<file path="src/rtl/spi_slave_if.sv">
// SPI slave bundle: the four SPI pin signals plus the host-side
// transmit/receive handshake, seen from the slave or from the driving side.
interface spi_slave_if #(
  parameter int DATA_WIDTH = 8
);
  logic                  SCLK;
  logic                  SS;
  logic                  MOSI;
  logic                  MISO;
  logic                  MISO_oe;
  logic [DATA_WIDTH-1:0] tx_data;
  logic                  tx_load;
  logic                  tx_ready;
  logic [DATA_WIDTH-1:0] rx_data;
  logic                  rx_valid;
  logic                  tx_underrun;

  modport slave (
    input  SCLK, SS, MOSI, tx_data, tx_load,
    output MISO, MISO_oe, tx_ready, rx_data, rx_valid, tx_underrun
  );

  modport master (
    output SCLK, SS, MOSI, tx_data, tx_load,
    input  MISO, MISO_oe, tx_ready, rx_data, rx_valid, tx_underrun
  );
endinterface

</file>
<file path="src/rtl/spi_slave.sv">
// SPI mode-0 slave, MSB first, oversampling SCLK/SS/MOSI on clk_50mhz.
// A one-word holding buffer feeds the transmit shift register at each word
// start; received words are published on rx_data with a one-cycle rx_valid.
module spi_slave #(
  parameter int DATA_WIDTH = 8
) (
  input logic        clk_50mhz,
  input logic        reset,
  spi_slave_if.slave bus
);

  localparam int CNT_W = $clog2(DATA_WIDTH);

  typedef enum logic {
    IDLE,
    SHIFT
  } state_t;

  state_t                state_q, state_d;

  logic [1:0]            sclk_sync, ss_sync, mosi_sync, sync_primed;
  logic                  sclk_prev, ss_prev, ss_armed;
  logic                  sclk_s, ss_s, mosi_s;
  logic                  sclk_rise, sclk_fall, ss_fall, ss_rise;

  logic [DATA_WIDTH-1:0] tx_shift, hold_buf, rx_shift, rx_data_q;
  logic                  hold_full, rx_valid_q, underrun_q;
  logic [CNT_W-1:0]      bit_cnt;

  logic                  word_start, word_done, ss_release;
  logic                  miso_d, miso_oe_d;

  assign sclk_s    = sclk_sync[1];
  assign ss_s      = ss_sync[1];
  assign mosi_s    = mosi_sync[1];
  assign sclk_rise = sclk_s & ~sclk_prev;
  assign sclk_fall = ~sclk_s & sclk_prev;
  // A fall only counts once a genuine high SS has been seen since reset,
  // so an SS already held low across reset release does not start a word.
  assign ss_fall   = ss_armed & ss_prev & ~ss_s;
  assign ss_rise   = ~ss_prev & ss_s;

  // Synchronizers, edge-detect history and the post-reset SS arming flag.
  always_ff @(posedge clk_50mhz or negedge reset) begin
    if (!reset) begin
      sclk_sync   <= 2'b00;
      ss_sync     <= 2'b11;
      mosi_sync   <= 2'b00;
      sclk_prev   <= 1'b0;
      ss_prev     <= 1'b1;
      sync_primed <= 2'b00;
      ss_armed    <= 1'b0;
    end else begin
      sclk_sync   <= {sclk_sync[0], bus.SCLK};
      ss_sync     <= {ss_sync[0], bus.SS};
      mosi_sync   <= {mosi_sync[0], bus.MOSI};
      sclk_prev   <= sclk_s;
      ss_prev     <= ss_s;
      sync_primed <= {sync_primed[0], 1'b1};
      if (sync_primed[1] && ss_s)
        ss_armed <= 1'b1;
    end
  end

  // State register.
  always_ff @(posedge clk_50mhz or negedge reset) begin
    if (!reset)
      state_q <= IDLE;
    else
      state_q <= state_d;
  end

  // Next-state logic, word start/finish strobes and pin outputs.
  always_comb begin
    state_d    = state_q;
    word_start = 1'b0;
    word_done  = 1'b0;
    ss_release = 1'b0;
    miso_d     = 1'b0;
    miso_oe_d  = 1'b0;
    case (state_q)
      IDLE: begin
        if (ss_fall) begin
          state_d    = SHIFT;
          word_start = 1'b1;
        end
      end
      SHIFT: begin
        miso_oe_d = 1'b1;
        miso_d    = tx_shift[DATA_WIDTH-1];
        if (ss_rise) begin
          state_d    = IDLE;
          ss_release = 1'b1;
        end else if (sclk_rise && bit_cnt == CNT_W'(DATA_WIDTH - 1)) begin
          word_done  = 1'b1;
          word_start = 1'b1;
        end
      end
      default: state_d = IDLE;
    endcase
  end

  // Holding buffer, shift registers, bit counter and status pulses.
  // The falling edge that follows a word's last rising edge must not shift:
  // the next word's MSB was just loaded, so shifting is skipped at bit 0.
  always_ff @(posedge clk_50mhz or negedge reset) begin
    if (!reset) begin
      tx_shift   <= '0;
      hold_buf   <= '0;
      hold_full  <= 1'b0;
      rx_shift   <= '0;
      rx_data_q  <= '0;
      bit_cnt    <= '0;
      rx_valid_q <= 1'b0;
      underrun_q <= 1'b0;
    end else begin
      rx_valid_q <= word_done;
      underrun_q <= word_start & ~hold_full;

      if (bus.tx_load && !hold_full) begin
        hold_buf  <= bus.tx_data;
        hold_full <= 1'b1;
      end

      if (word_start) begin
        if (hold_full) begin
          tx_shift  <= hold_buf;
          hold_full <= 1'b0;
        end else begin
          tx_shift <= '0;
        end
      end else if (ss_release) begin
        tx_shift <= '0;
      end else if (state_q == SHIFT && sclk_fall && bit_cnt != '0) begin
        tx_shift <= {tx_shift[DATA_WIDTH-2:0], 1'b0};
      end

      if (state_q != SHIFT || ss_release)
        rx_shift <= '0;
      else if (sclk_rise)
        rx_shift <= {rx_shift[DATA_WIDTH-2:0], mosi_s};

      if (word_start || ss_release)
        bit_cnt <= '0;
      else if (state_q == SHIFT && sclk_rise)
        bit_cnt <= bit_cnt + 1'b1;

      if (word_done)
        rx_data_q <= {rx_shift[DATA_WIDTH-2:0], mosi_s};
    end
  end

  assign bus.MISO        = miso_d;
  assign bus.MISO_oe     = miso_oe_d;
  assign bus.tx_ready    = ~hold_full;
  assign bus.rx_data     = rx_data_q;
  assign bus.rx_valid    = rx_valid_q;
  assign bus.tx_underrun = underrun_q;

endmodule

</file>
<file path="src/flat_wrapper.sv">
// flat-port wrapper written by rule: the top's interface ports become plain ports
module spi_slave_flat 
#(
  parameter int DATA_WIDTH = 8
)
  (clk_50mhz, reset, bus_SCLK, bus_SS, bus_MOSI, bus_tx_data, bus_tx_load, bus_MISO, bus_MISO_oe, bus_tx_ready, bus_rx_data, bus_rx_valid, bus_tx_underrun);
  spi_slave_if #(.DATA_WIDTH(DATA_WIDTH)) bus_i ();
  input logic clk_50mhz;
  input logic reset;
  input wire logic [$bits(bus_i.SCLK)-1:0] bus_SCLK;
  input wire logic [$bits(bus_i.SS)-1:0] bus_SS;
  input wire logic [$bits(bus_i.MOSI)-1:0] bus_MOSI;
  input wire logic [$bits(bus_i.tx_data)-1:0] bus_tx_data;
  input wire logic [$bits(bus_i.tx_load)-1:0] bus_tx_load;
  output wire logic [$bits(bus_i.MISO)-1:0] bus_MISO;
  output wire logic [$bits(bus_i.MISO_oe)-1:0] bus_MISO_oe;
  output wire logic [$bits(bus_i.tx_ready)-1:0] bus_tx_ready;
  output wire logic [$bits(bus_i.rx_data)-1:0] bus_rx_data;
  output wire logic [$bits(bus_i.rx_valid)-1:0] bus_rx_valid;
  output wire logic [$bits(bus_i.tx_underrun)-1:0] bus_tx_underrun;
  assign bus_i.SCLK = bus_SCLK;
  assign bus_i.SS = bus_SS;
  assign bus_i.MOSI = bus_MOSI;
  assign bus_i.tx_data = bus_tx_data;
  assign bus_i.tx_load = bus_tx_load;
  assign bus_MISO = bus_i.MISO;
  assign bus_MISO_oe = bus_i.MISO_oe;
  assign bus_tx_ready = bus_i.tx_ready;
  assign bus_rx_data = bus_i.rx_data;
  assign bus_rx_valid = bus_i.rx_valid;
  assign bus_tx_underrun = bus_i.tx_underrun;
  spi_slave #(.DATA_WIDTH(DATA_WIDTH)) u_core (.clk_50mhz(clk_50mhz), .reset(reset), .bus(bus_i));
endmodule
</file>
<file path="config.mk">
export PLATFORM = sky130hd
export DESIGN_NAME = spi_slave_flat
export DESIGN_NICKNAME = d
export VERILOG_FILES = /design/src/rtl/spi_slave_if.sv /design/src/rtl/spi_slave.sv /design/src/flat_wrapper.sv
export SDC_FILE = /design/constraint.sdc
export NUM_CORES = 1
export LEC_CHECK = 0
export ABC_AREA = 1
export BUFFER_PORTS_ARGS = -buffer_cell sky130_fd_sc_hd__buf_2
export CORE_MARGIN = 2
export CORE_UTILIZATION = 56
export CTS_CLUSTER_DIAMETER = 150
export DETAILED_ROUTE_END_ITERATION = 8
export PLACE_DENSITY = 0.75
export SYNTH_ARGS = -nofsm -noshare
export SYNTH_HDL_FRONTEND = slang
export SYNTH_SLANG_ARGS = --single-unit
export TNS_END_PERCENT = 30
</file>
<file path="constraint.sdc">
create_clock -name clk_50mhz -period 1.6 [get_ports clk_50mhz]
set_input_delay 0.08 -clock clk_50mhz [delete_from_list [all_inputs] [get_ports clk_50mhz]]
set_output_delay 0.08 -clock clk_50mhz [all_outputs]
set_load 0.05 [all_outputs]
</file>
Yosys cells after proc, flatten, opt, wreduce, memory -nomap -nowiden

Index checks and enable logic that the tools add are counted.

Bits in registers: 49
Latch bits: 0
Bits in writable memories: 0
Memory bits (read-only): 0
Bits of input ports: 14
Output and inout port bits: 13
Logic and storage cells: 65
Memories: 0

Add/sub/neg operators: 1
$mul: 0
Divide/modulo/power cells: 0
Magnitude comparators: 0
Equality and inequality tests: 1
Shifts and indexed selects: 0
Muxes and demuxes: 22
Bitwise logic cells: 12
Reduce and logical (&&, ||, !) cells: 13

Operator list:

| operator            | number |
|---|---|
| $mux 8              | 4 |
| $mux 7              | 2 |
| $mux 1              | 12 |
| $and 1x1->1         | 6 |
| $logic_and 1x1->1   | 6 |
| $mux 3              | 2 |
| $not 1->1           | 6 |
| $reduce_bool 3->1   | 2 |
| $pmux 1 s2          | 2 |
| $reduce_bool 2->1   | 2 |
| $add 3x1->3 const B | 1 |
| $eq 3x3->1 const B  | 1 |
| $logic_or 1x1->1    | 2 |
| $logic_not 1->1     | 1 |

Logic depth before layout (Yosys ltp)

Gate-level depths: netlist of run 1.

Depth in word-level cells: 8
Gate-level depth with buffers: 9
Gate-level depth less buffers: 9

Least setup slack after synthesis of run 1

Ideal clock, no wire load.

Path kind: register -> register
Start point: register u_core.hold_full
End point: register u_core.hold_buf[0]
Library setup time: 125 ps
Arrival: 1455 ps
Data required time: 1475 ps
Path slack: 20 ps
Stages on the path, launching flop included: 5
Path buffers: 1
Clock period less this slack: 1580 ps
Path through: dfrtp_1 buf_2 inv_1 nand2_1 mux2_2

Longest elaborated chain between the ends: 2

Ends and longest elaborated chain:

| item                   | RTL line         | source |
|---|---|---|
| start, declared        | spi_slave.sv:27  | `logic hold_full, rx_valid_q, underrun_q;` |
| start signal, assigned | spi_slave.sv:110 | `hold_full <= 1'b0;` |
| start signal, assigned | spi_slave.sv:122 | `hold_full <= 1'b1;` |
| start signal, assigned | spi_slave.sv:128 | `hold_full <= 1'b0;` |
| $logic_not 1->1        | spi_slave.sv:120 | `if (bus.tx_load && !hold_full) begin` |
| $logic_and 1x1->1      | spi_slave.sv:120 |  |
| end signal, assigned   | spi_slave.sv:121 | `hold_buf <= bus.tx_data;` |
| end, declared          | spi_slave.sv:26  | `logic [DATA_WIDTH-1:0] tx_shift, hold_buf, rx_shift, rx_data_q;` |

Every way passes these cells.
A chain may end at the register's enable or synchronous reset.

Final worst setup path of run 1

Start point: register u_core.bit_cnt[0]
End point: register u_core.tx_shift[1]

Longest elaborated chain between the ends: 6
Elaborated cells on any way between the ends: 9
Those cells by class: 1 x eq/ne; 4 x mux; 4 x reduce/logical

Ends and longest elaborated chain:

| item                                                         | RTL line         | source |
|---|---|---|
| start, declared                                              | spi_slave.sv:28  | `logic [CNT_W-1:0] bit_cnt;` |
| start signal, assigned                                       | spi_slave.sv:146 | `bit_cnt <= bit_cnt + 1'b1;` |
| $eq 3x3->1                                                   | spi_slave.sv:94  | `end else if (sclk_rise && bit_cnt == CNT_W'(DATA_WIDTH - 1)) begin` |
| $logic_and 1x1->1                                            | spi_slave.sv:94  |  |
| $mux 1                                                       | spi_slave.sv:94  |  |
| $mux 1                                                       | spi_slave.sv:91  | `if (ss_rise) begin` |
| $pmux 1 s2                                                   | spi_slave.sv:81  | `case (state_q)` |
| $reduce_bool 3->1 (no line) / $mux 8 (equally long branches) | -                |  |
| end signal, assigned                                         | spi_slave.sv:127 | `tx_shift <= hold_buf;` |
| end signal, assigned                                         | spi_slave.sv:135 | `tx_shift <= {tx_shift[DATA_WIDTH-2:0], 1'b0};` |
| end, declared                                                | spi_slave.sv:26  |  |

Several ways; a longest one is shown, not always the timed one.

==> results.txt, run 1 <==
The logs give 25 for the number of distinct library cell variants in the gate-level netlist after synthesis and 22 for the number of core rows. The initial standard-cell utilization of the core came out at 0.578. Synthesis inferred 49 register bits. The number of nets in the layout is 276, and the count of maximum capacitance violations is 0.

Setup violations remaining at the end of the flow were counted as 0. The share of post-route cells with drive strength above 1 was 0.231; the aggregate global routing overflow was 0. The final clock period utilization by the worst path is 0.940. TritonCTS built the clock tree.

By area the synthesized netlist is led by sky130_fd_sc_hd__dfrtp_1 55%, sky130_fd_sc_hd__nand2_1 12%, sky130_fd_sc_hd__inv_1 5.7%. The worst-case hold slack was 0.00457 ns; the post-synthesis cell count was 220. The tools report the number of DRC violations after detailed-routing iteration 0 as 91. In this run, CTS created clock tree buffers numbering 5. The run gives 1,405 as the via count of the first global-routing pass. Launch point of the worst hold path: bus_tx_data[4].

Counting cells, the worst reg-to-reg path comes to 9. The first detailed-routing pass ran for 4 iterations. The HPWL after detailed placement is 2.51 mm. The post-route DRC violation count was 0; the initial antenna violation count was 0. IR analysis of the VDD net gives a maximum drop of 1.10 mV. Setup slack on the worst reg-to-reg path comes out at 0.1 ns. The clock latency at the later pin of the worst-skew pair is 0.30 ns.

Dividing the synthesized area by the synthesized cell count gives 9.54 µm². For the pin with the worst max-slew slack, the measured transition is 0.595 ns. STA classifies the critical path startpoint as a flop. The tools report the Yosys warning count as 0. Tracing the worst setup path back leads to its startpoint at u_core.bit_cnt[0]. The mapped netlist covers 0.00210 mm².

On the final layout, the worst clock skew is 0.00457 ns. Once detail routing completed, the nets flagged for antenna violations numbered 0. Summing all flip-flop and latch instances after layout gives 0.00123 mm². The hold-critical path depth is 2, and the critical-path maximum fanout is 10.

The number of inserted filler cells in the final layout was 310. STA puts the critical path data required time at 1.79 ns. Routed wire length per instance: 12.1 µm.

The area added between synthesis and finish works out to 18.1%. The die covers 0.00425 mm². After detailed routing, the wire length on met1 is 1.75 mm. The power density over cell area was 1300 mW/mm²; the vertical die dimension was 65.2 µm.

Max-slew violation total from the final report: 0. For the total area of multi-input combinational cells, the log shows 731 µm². For the level count of the clock H-tree, the log shows 2.

For the worst setup path, the data arrival time is 1.70 ns. The final hold violation count is 0. The total power came out at 3.22 mW. The number of input and output port buffers inserted came out at 26.

The startpoint identified for the worst register-to-register timing path is u_core.bit_cnt[0]. The tools report the end of the worst register-to-register path as u_core.tx_shift[1]. Clock tree root buffer cell: sky130_fd_sc_hd__clkbuf_8. Entering global routing, the biggest net connects 50 pins.

The horizontal extent of the die was 65.2 µm; the peak clock frequency supported by timing was 0.665 GHz. The critical path ends at u_core.tx_shift[1]. The logs give 0.796 for the placer congestion estimate and 0 for the count of antenna diodes in the layout. The run gives 0.603 as the normalized max-slew margin. The sequential fraction of the synthesis area is 0.586, and the core area is 0.00363 mm². The final routed wirelength across all metal layers came out at 3.72 mm. sky130_fd_sc_hd__dfrtp_1 takes more of the synthesized area than any other cell. The fraction of the core area covered by cells at the end of the flow was 0.682; the overall track demand over capacity in global routing was 0.202. STA classifies the critical path endpoint as a flop. Counting I/O delays and the setup requirement, the final critical path takes 1.50 ns.

Ratio of routed vias to standard cells: 5.01. The run gives 6.48 mm as the wire length of the first global-routing pass. The min-delay analysis places its worst path in the category in -> reg.

The highest metal layer carrying signal wires in the routed design is met4. Detailed routing placed a total of 148 µm of wire on met3. The number of nets in the synthesized netlist is 237. After clock tree synthesis, the clock-pin slew on the worst setup and hold paths is 0.08 ns.

No sink is reached through more buffers than the 2 on the longest clock path. The path type of the worst setup path was reg -> reg. For the final routed database, the setup TNS stands at 0 ns.

For the count of clock tree sinks, the log shows 49. Detailed routing inserted a total of 1,542 vias. 27 I/O pins were placed. The length of routed met2 wiring was 1.74 mm; the leakage power was 1.37 nW. The proportion of netlist area held by the largest area contributor was 0.548.

The run finished with clean final reports.
[state kept, by name (all words and copies together), names as in the netlist, 2 cells and up]
| name | cells |
|---|---|
| u_core.tx_shift | 8 |
| u_core.sclk_sync | 2 |
| u_core.bit_cnt | 3 |
| u_core.ss_sync | 2 |
| u_core.bus.rx_data | 8 |
| u_core.sync_primed | 2 |
| u_core.rx_shift | 7 |
| u_core.hold_buf | 8 |
| u_core.mosi_sync | 2 |
[cells in the final DEF (no fill, tap or decap)]
master and count:
sky130_fd_sc_hd__inv_8 1, sky130_fd_sc_hd__dfstp_2 3, sky130_fd_sc_hd__nor2_1 5, sky130_fd_sc_hd__o21ai_4 1, sky130_fd_sc_hd__dlygate4sd3_1 5, sky130_fd_sc_hd__a21boi_2 1
sky130_fd_sc_hd__buf_4 3, sky130_fd_sc_hd__mux2_2 8, sky130_fd_sc_hd__a21o_1 1, sky130_fd_sc_hd__nor3_2 1, sky130_fd_sc_hd__a21oi_1 8, sky130_fd_sc_hd__nand2_2 1
sky130_fd_sc_hd__nand3_4 1, sky130_fd_sc_hd__nand2_1 65, sky130_fd_sc_hd__o21ai_0 16, sky130_fd_sc_hd__clkinvlp_4 1, sky130_fd_sc_hd__nand3_1 15, sky130_fd_sc_hd__dfrtp_1 46
sky130_fd_sc_hd__inv_1 32, sky130_fd_sc_hd__nand3_2 1, sky130_fd_sc_hd__buf_12 2, sky130_fd_sc_hd__buf_2 26, sky130_fd_sc_hd__ha_1 3, sky130_fd_sc_hd__a21oi_2 1
sky130_fd_sc_hd__nand2_4 3, sky130_fd_sc_hd__clkbuf_1 2, sky130_fd_sc_hd__xor2_1 1, sky130_fd_sc_hd__nor2_4 1, sky130_fd_sc_hd__conb_1 1, sky130_fd_sc_hd__clkbuf_8 5
[worst max-delay path, stage by stage, from the launching register on]
cell and delay [ns]:
sky130_fd_sc_hd__dfrtp_1 0.40, sky130_fd_sc_hd__ha_1 0.20, sky130_fd_sc_hd__ha_1 0.20, sky130_fd_sc_hd__nand2_2 0.10, sky130_fd_sc_hd__o21ai_4 0.07, sky130_fd_sc_hd__buf_12 0.15
sky130_fd_sc_hd__inv_8 0.08, sky130_fd_sc_hd__nand2_4 0.07, sky130_fd_sc_hd__nand2_1 0.08, sky130_fd_sc_hd__nand2_1 0.05
[cell families (layout without fill, tap and decap cells)]
family,Yosys count,after routing,synth area share
flops,49,49,0.586
buf+inv,37,77,0.0733
simple gates,93,93,0.200
fa+ha+maj,3,3,0.0179
xor+xnor,1,1,0.00417
mux,8,8,0.0429
other cells,1,1,0.00179
compound gates,28,28,0.0745
[worst min path at each step]
| stage | endpoint | slack (ns) |
|---|---|---|
| after floorplan | u_core.bit_cnt[0] | -0.22 |
| final | u_core.hold_buf[4] | 0.005 |
| after global placement | u_core.ss_sync[0] | 0.19 |
| after global routing | u_core.hold_buf[4] | 0.002 |
| after detailed placement | u_core.ss_sync[0] | 0.19 |
| after CTS | u_core.hold_buf[4] | 0.004 |
[metrics by stage]
stage          setup WS [ns]  instance area, µm²  std cells
3_3_place_gp           0.101                2300        293
6_report              0.0955                2480        308
2_1_floorplan         0.0204                2100        220
5_1_grt              -0.0116                2480        308
3_5_place_dp          0.0560                2300        293
4_1_cts               0.0443                2420        305
[report_power, final]
part	internal [mW]	switching, mW
logic	0.374	0.524
registers	1.49	0.141
clock network	0.309	0.380
total	2.18	1.05
[final cells by class]
cell class / count / area share
Inverter: 33 / 0.0530
Clock buffer: 7 / 0.0308
Timing Repair Buffer: 36 / 0.0979
Sequential cell: 49 / 0.496
Tap cell: 48 / 0.0242
Clock inverter: 1 / 0.00303
Multi-Input combinational cell: 134 / 0.295
[cells in the mapped netlist]
library cell and number:
sky130_fd_sc_hd__a21boi_0 1, sky130_fd_sc_hd__a21o_1 1, sky130_fd_sc_hd__a21oi_1 9, sky130_fd_sc_hd__buf_2 2
sky130_fd_sc_hd__buf_6 1, sky130_fd_sc_hd__clkbuf_1 1, sky130_fd_sc_hd__conb_1 1, sky130_fd_sc_hd__dfrtp_1 46
sky130_fd_sc_hd__dfstp_2 3, sky130_fd_sc_hd__ha_1 3, sky130_fd_sc_hd__inv_1 32, sky130_fd_sc_hd__inv_6 1
sky130_fd_sc_hd__mux2_2 8, sky130_fd_sc_hd__nand2_1 66, sky130_fd_sc_hd__nand2_2 1, sky130_fd_sc_hd__nand2_4 2
sky130_fd_sc_hd__nand3_1 15, sky130_fd_sc_hd__nand3_2 1, sky130_fd_sc_hd__nand3_4 1, sky130_fd_sc_hd__nor2_1 5
sky130_fd_sc_hd__nor2_4 1, sky130_fd_sc_hd__nor3_2 1, sky130_fd_sc_hd__o21ai_0 16, sky130_fd_sc_hd__o21ai_4 1
sky130_fd_sc_hd__xor2_1 1
[metal layers]
| layer | global-route usage | up-vias |
|---|---|---|
| met5 | 0 | - |
| met4 | 0.0703 | 0 |
| met3 | 0.0514 | 8 |
| met2 | 0.293 | 30 |
| met1 | 0.297 | 738 |
| li1 | - | 766 |
[repair_timing]
| item | CTS | global route |
|---|---|---|
| gates resized for setup | 0 | 6 |
| endpoints found under the setup margin | 0 | 19 |
| hold endpoints to repair | 49 | 1 |
| buffers inserted | 0 | 2 |
| hold buffers | 4 | 1 |
Power figures use the tool's default switching activity.
==> run 2, diff against run 1 <==
- CORE_ASPECT_RATIO: default -> 1.2
==> results.txt, run 2 (synthesized netlist as in run 1, its figures left out) <==
The flow ran to the end, and the final reports show no timing, DRC or antenna violations. The kind of launch point of the worst setup path is a flop. The floorplan step defined a die boundary enclosing 0.00426 mm². The first detailed-routing pass took 4 iterations. For the overall track demand over capacity in global routing, the log shows 0.203. Number of input and output port buffers inserted: 26. In the final layout, the multi-input gates occupy 734 µm². The most common cell after layout, fill and taps aside is sky130_fd_sc_hd__nand2_1. The total power was 3.45 mW; the leakage power was 1.39 nW.

The final routed wirelength across all metal layers is 3.85 mm, and the area of all sequential standard cells is 0.00123 mm². The post-route minimum period is 1.53 ns. The cell area after placement was 0.00231 mm²; the boundary pin count was 27. The run gives 0.759 as the placer congestion estimate. The post-placement cell count was 285; the final setup violation count was 0. The share of post-route cells with drive strength above 1 was 0.248. For the number of DRC violations after detailed-routing iteration 0, the log shows 90. The max-slew violation total from the final report was 0. The tools report the initial standard-cell utilization of the core as 0.583. The logs give 0.00252 mm² for the total non-filler cell area in the finished layout and 0.00360 mm² for the core area. The buffer depth of the longest clock path is 2. The die is 71.1 µm tall. In the routed layout, each cell is associated on average with a via count of 5.21.

The largest net degree at the start of global routing was 29. The power density over cell area was 1370 mW/mm². The startpoint of the most critical register-to-register path was u_core.bit_cnt[0].

The critical path is of the reg -> reg type. The worst register-to-register path ends at u_core.bit_cnt[2]. The count of antenna diodes in the layout came out at 0. The run gives 0.07 ns as the flop-to-flop setup slack. Endpoint of the worst hold-timing path: u_core.hold_buf[2].

For this run, the top clock speed supported by timing is 0.654 GHz. The clock net in this run drives a total of 49 sinks. Setup repair after global routing could not meet its margin everywhere. The number of buffers created by CTS came out at 5. For the clock latency at the later pin of the worst-skew pair, the log shows 0.30 ns. The worst ir drop on vdd is 0.836 mV. The horizontal extent of the die came out at 59.9 µm.

The tightest min-delay check is of the in -> reg type. TritonCTS built the clock tree. The critical-path maximum fanout works out to 10. The tools report the launch point of the worst hold path as bus_tx_data[2].

Across the routed clock network, the largest skew measured is 0.00384 ns. The run gives 0 as the final hold violation count. The antenna violation net count after detailed routing is 0. Leaving out fill and tap cells, the most frequent cells in the layout are 65 x sky130_fd_sc_hd__nand2_1, 46 x sky130_fd_sc_hd__dfrtp_1, 32 x sky130_fd_sc_hd__inv_1. The run gives 1,567 as the vias after detailed routing.

In the final routed layout, each cell accounts on average for 12.8 µm. The tools report the worst slack at placement as 0.0316 ns. The final critical-path setup slack was 0.0712 ns. The root buffer cell chosen for the clock tree is sky130_fd_sc_hd__clkbuf_8. The first global-routing pass estimated 6.53 mm of wire.

The via count of the first global-routing pass was 1,505. The tools report the count of maximum capacitance violations as 0. The worst setup path is captured at a flop. Summed over all layers, the global routing overflow is 0.

The final clock period utilization by the worst path came out at 0.956. The initial antenna violation count came out at 0. Data on the critical path is required at its endpoint by 1.82 ns.

Area added between synthesis and finish: 20.1%. The number of standard cells in the layout, taps in and fillers out is 301. The clock slew seen by the registers of the worst setup and hold paths came out at 0.09 ns. The tools report the post-route DRC violation count as 0. The net count of the finished layout is 278. Counting instances, the worst hold path has a depth of 2. The number of core rows is 24, and the count of cells along the worst register-to-register path is 8. Detailed placement finished with a half-perimeter wire length of 2.74 mm. Data arrives at the worst endpoint at 1.75 ns. The worst-case hold slack was 0.00975 ns; the number of inserted filler cells in the final layout was 288.

CTS built an H-tree with a depth of 2.
run 2: cell count changes in the layout (fill, tap and decap cells not counted), sizes merged:
| cell | delta |
|---|---|
| buf | +3 |
| bufinv | +1 |
| clkbuf | -1 |
| clkinv | +1 |
| clkinvlp | -1 |
| dlygate4sd3 | -1 |
run 2: through the flow:
| stage | TNS, ns | util |
|---|---|---|
| finish | 0 | 0.700 |
| global placement | 0 | 0.641 |
| CTS | 0 | 0.683 |
| floorplan | 0 | - |
| detailed placement | 0 | 0.641 |
| global route | -0.0760 | 0.700 |
run 2: critical path, cell delays in order, from the launching register on:
cell,delay (ns)
sky130_fd_sc_hd__dfrtp_1,0.41
sky130_fd_sc_hd__ha_1,0.21
sky130_fd_sc_hd__ha_1,0.19
sky130_fd_sc_hd__nand2_2,0.10
sky130_fd_sc_hd__o21ai_4,0.06
sky130_fd_sc_hd__buf_12,0.14
sky130_fd_sc_hd__inv_6,0.08
sky130_fd_sc_hd__nand2_1,0.12
sky130_fd_sc_hd__a21oi_1,0.14
run 2: layout make-up:
cell class              count  share of cell area
flip-flops and latches     49               0.488
clock inverters             2              0.0154
repair buffers             38               0.106
inverters                  33              0.0511
multi-input cells         134               0.291
clock buffers               6              0.0288
well taps                  39              0.0194
run 2: worst max-delay path by stage:
stage / slack, ns / cells past startpoint / startpoint / end
global route: -0.02 / 9 / u_core.bit_cnt[1] / u_core.tx_shift[1]
finish: 0.07 / 8 / u_core.bit_cnt[0] / u_core.bit_cnt[2]
detailed placement: 0.03 / 9 / u_core.bit_cnt[0] / u_core.tx_shift[1]
global placement: 0.05 / 9 / u_core.bit_cnt[0] / u_core.tx_shift[1]
floorplan: 0.02 / 4 / u_core.hold_full / u_core.hold_buf[0]
CTS: 0.01 / 9 / u_core.bit_cnt[0] / u_core.tx_shift[1]
run 2: report_power, final:
| group | internal [mW] | total [mW] | switching (mW) | leakage (nW) |
|---|---|---|---|---|
| combinational | 0.385 | 0.927 | 0.542 | 0.713 |
| clock | 0.469 | 0.870 | 0.401 | 0.0554 |
| sequential | 1.49 | 1.65 | 0.156 | 0.623 |
| total | 2.35 | 3.45 | 1.10 | 1.39 |
run 2: layer usage:
layer	vias up	track usage	part of all wire
li1	764	-	-
met1	751	0.251	0.41
met2	43	0.338	0.53
met3	9	0.0548	0.047
met4	0	0.0691	0.012
met5	-	0	0
run 2: repair_timing:
item,CTS,global route
endpoints found under the hold margin,23,0
buffers inserted,0,4
endpoints found under the setup margin,0,19
hold buffers,4,0
resized for setup,0,6
==> run 3, diff against run 2 <==
--- a/config.mk
+++ b/config.mk
@@ -14,2 +14,3 @@
 export DETAILED_ROUTE_END_ITERATION = 8
+export MAX_ROUTING_LAYER = met4
 export PLACE_DENSITY = 0.75
--- a/constraint.sdc
+++ b/constraint.sdc
@@ -3,2 +3,2 @@
 set_output_delay 0.08 -clock clk_50mhz [all_outputs]
-set_load 0.05 [all_outputs]
+set_load 0.005 [all_outputs]
==> results.txt, run 3 (synthesized netlist as in run 1, its figures left out) <==
The run finished with clean final reports. The post-route DRC violation count came out at 0. The final routed wirelength across all metal layers was 3.85 mm; the post-route minimum period was 1.53 ns. Buffers inserted during clock tree synthesis total 5. The logs give 0.00231 mm² for the cell area after placement and 0 for the aggregate global routing overflow. The count of cells along the worst register-to-register path came out at 8. TritonCTS built the clock tree. The tools report the clock latency at the later pin of the worst-skew pair as 0.30 ns. The run gives 1,506 as the via count of the first global-routing pass. In the layout the commonest cells are 65 x sky130_fd_sc_hd__nand2_1, 46 x sky130_fd_sc_hd__dfrtp_1, 32 x sky130_fd_sc_hd__inv_1. In this run the power spent charging and discharging nets is 1.01 mW. At the end of routability-driven placement, the weighted congestion stood at 0.769. Setup repair after global routing could not meet its margin everywhere. Power spread over the standard cell area amounts to 1330 mW/mm². For the final setup violation count, the log shows 0. The count of maximum capacitance violations is 0, and the initial antenna violation count is 0. Critical-path maximum fanout: 10.

The launch point of the worst hold path was bus_tx_data[2]. After clock tree synthesis, the clock-pin slew on the worst setup and hold paths is 0.09 ns. The tools report the max-slew violation total from the final report as 0.

The number of nets in the layout was 278; the count of clock tree sinks was 49. The share of post-route cells with drive strength above 1 is 0.248, and the clock tree skew after final layout is 0.00384 ns. The tools report the largest net degree at the start of global routing as 29. The hold-critical path depth was 2. End of the worst register-to-register path: u_core.bit_cnt[2]. The path category of the worst min-delay check is in -> reg. The H-tree was split into 2 levels. For the core area, the log shows 0.00360 mm². The leakage power was 1.39 nW.

Detailed routing inserted a total of 1,567 vias. The startpoint identified for the worst register-to-register timing path is u_core.bit_cnt[0]. The detailed placement HPWL is 2.74 mm, and the final critical-path setup slack is 0.0712 ns. At the worst endpoint, the arrival time is 1.75 ns. The proportion of power drawn by flip-flops and latches was 0.490; the area added between synthesis and finish was 20.1%. Dividing the detail-routed wire length by the instance count gives 12.8 µm.

The worst slack at placement is 0.0316 ns, and the total non-filler cell area in the finished layout is 0.00252 mm². Cell-internal power: 2.35 mW. The iteration count of the initial detailed-routing pass was 4; the overall track demand over capacity in global routing was 0.209.

The part of the power in combinational logic is 0.251, and the peak clock frequency supported by timing is 0.654 GHz. The worst ir drop on vdd was 0.833 mV; the switching part of the total was 0.302. For hold timing, the worst endpoint is u_core.hold_buf[2].

The die is 59.9 µm wide. The initialized floorplan defines 24 standard-cell rows. The die covers 0.00426 mm². Dividing the detail-routed via count by the number of cells gives 5.21. 27 I/O pins were placed. For the clock network fraction of total power, the log shows 0.259. The logs give 1.82 ns for the critical path data required time and 2 for the buffer depth of the longest clock path. The number of DRC violations after detailed-routing iteration 0 was 88. The worst register-to-register path has a setup slack of 0.07 ns. The count of nets left with antenna violations once routing finished came out at 0. The logs give 0.583 for the initial standard-cell utilization of the core and 0 for the final hold violation count.

Most common cell after layout, fill and taps aside: sky130_fd_sc_hd__nand2_1. STA classifies the critical path endpoint as a flop. The final clock period utilization by the worst path is 0.956, and the vertical die dimension is 71.1 µm. The worst setup path is launched from a flop. The tree is rooted in a sky130_fd_sc_hd__clkbuf_8.

The repair_antennas step left the layout with diodes totalling 0. The first global-routing pass estimated 6.53 mm of wire. The worst setup path is of the reg -> reg kind. Port buffering added 26 buffers.
-- run 3: how the worst max path moves through the flow --
| stage | from | end |
|---|---|---|
| after floorplan | u_core.bit_cnt[0] | u_core.tx_shift[2] |
| after global placement | u_core.bit_cnt[0] | u_core.tx_shift[1] |
| after detailed placement | u_core.bit_cnt[0] | u_core.tx_shift[1] |
| after CTS | u_core.bit_cnt[0] | u_core.tx_shift[1] |
| after global routing | u_core.bit_cnt[1] | u_core.tx_shift[1] |
| final | u_core.bit_cnt[0] | u_core.bit_cnt[2] |
-- run 3: timing repair --
action	4_1_cts	5_1_grt
endpoints found under the setup margin	0	19
hold endpoints to repair	23	0
hold buffers	4	0
resized for setup	0	6
setup buffers	0	4
-- run 3: layout make-up --
class	instances	area (µm²)
clock buffer	6	72.6
clock inverter	2	38.8
fill	288	1080
inverter	33	129
multi-input combinational	134	734
sequential	49	1230
tap	39	48.8
timing repair buffer	38	268
-- run 3: per-layer routing --
| metal | share of wire | routed length [µm] | up-vias | track usage |
|---|---|---|---|---|
| met5 | 0 | 0 | - | - |
| met4 | 0.013 | 50 | 0 | 0.0691 |
| met3 | 0.048 | 184 | 9 | 0.0548 |
| met2 | 0.53 | 2030 | 43 | 0.338 |
| met1 | 0.41 | 1580 | 751 | 0.251 |
| li1 | - | - | 764 | - |
-- run 3: power groups by stage --
stage                     Sequential [mW]  Clock, mW  Combinational [mW]
after floorplan                      1.62          0               0.597
after global placement               1.66          0               0.772
after detailed placement             1.67          0               0.788
after CTS                            1.65      0.892               0.801
after global routing                 1.68      0.938               0.967
final                                1.65      0.870               0.843
-- run 3: stage by stage --
step	power (mW)	TNS, ns	util	instances	hold slack [ns]
final	3.36	0	0.700	301	0.00964
after global routing	3.58	-0.0760	0.700	301	0.0113
after CTS	3.34	0	0.683	297	0.00407
after floorplan	2.21	0	-	220	-0.216
after detailed placement	2.45	0	0.641	285	0.0761
after global placement	2.44	0	0.641	285	0.0774
-- run 3: critical path, stage by stage (launching register included) --
cell,delay (ns)
sky130_fd_sc_hd__dfrtp_1,0.41
sky130_fd_sc_hd__ha_1,0.21
sky130_fd_sc_hd__ha_1,0.19
sky130_fd_sc_hd__nand2_2,0.10
sky130_fd_sc_hd__o21ai_4,0.06
sky130_fd_sc_hd__buf_12,0.14
sky130_fd_sc_hd__inv_6,0.08
sky130_fd_sc_hd__nand2_1,0.12
sky130_fd_sc_hd__a21oi_1,0.14
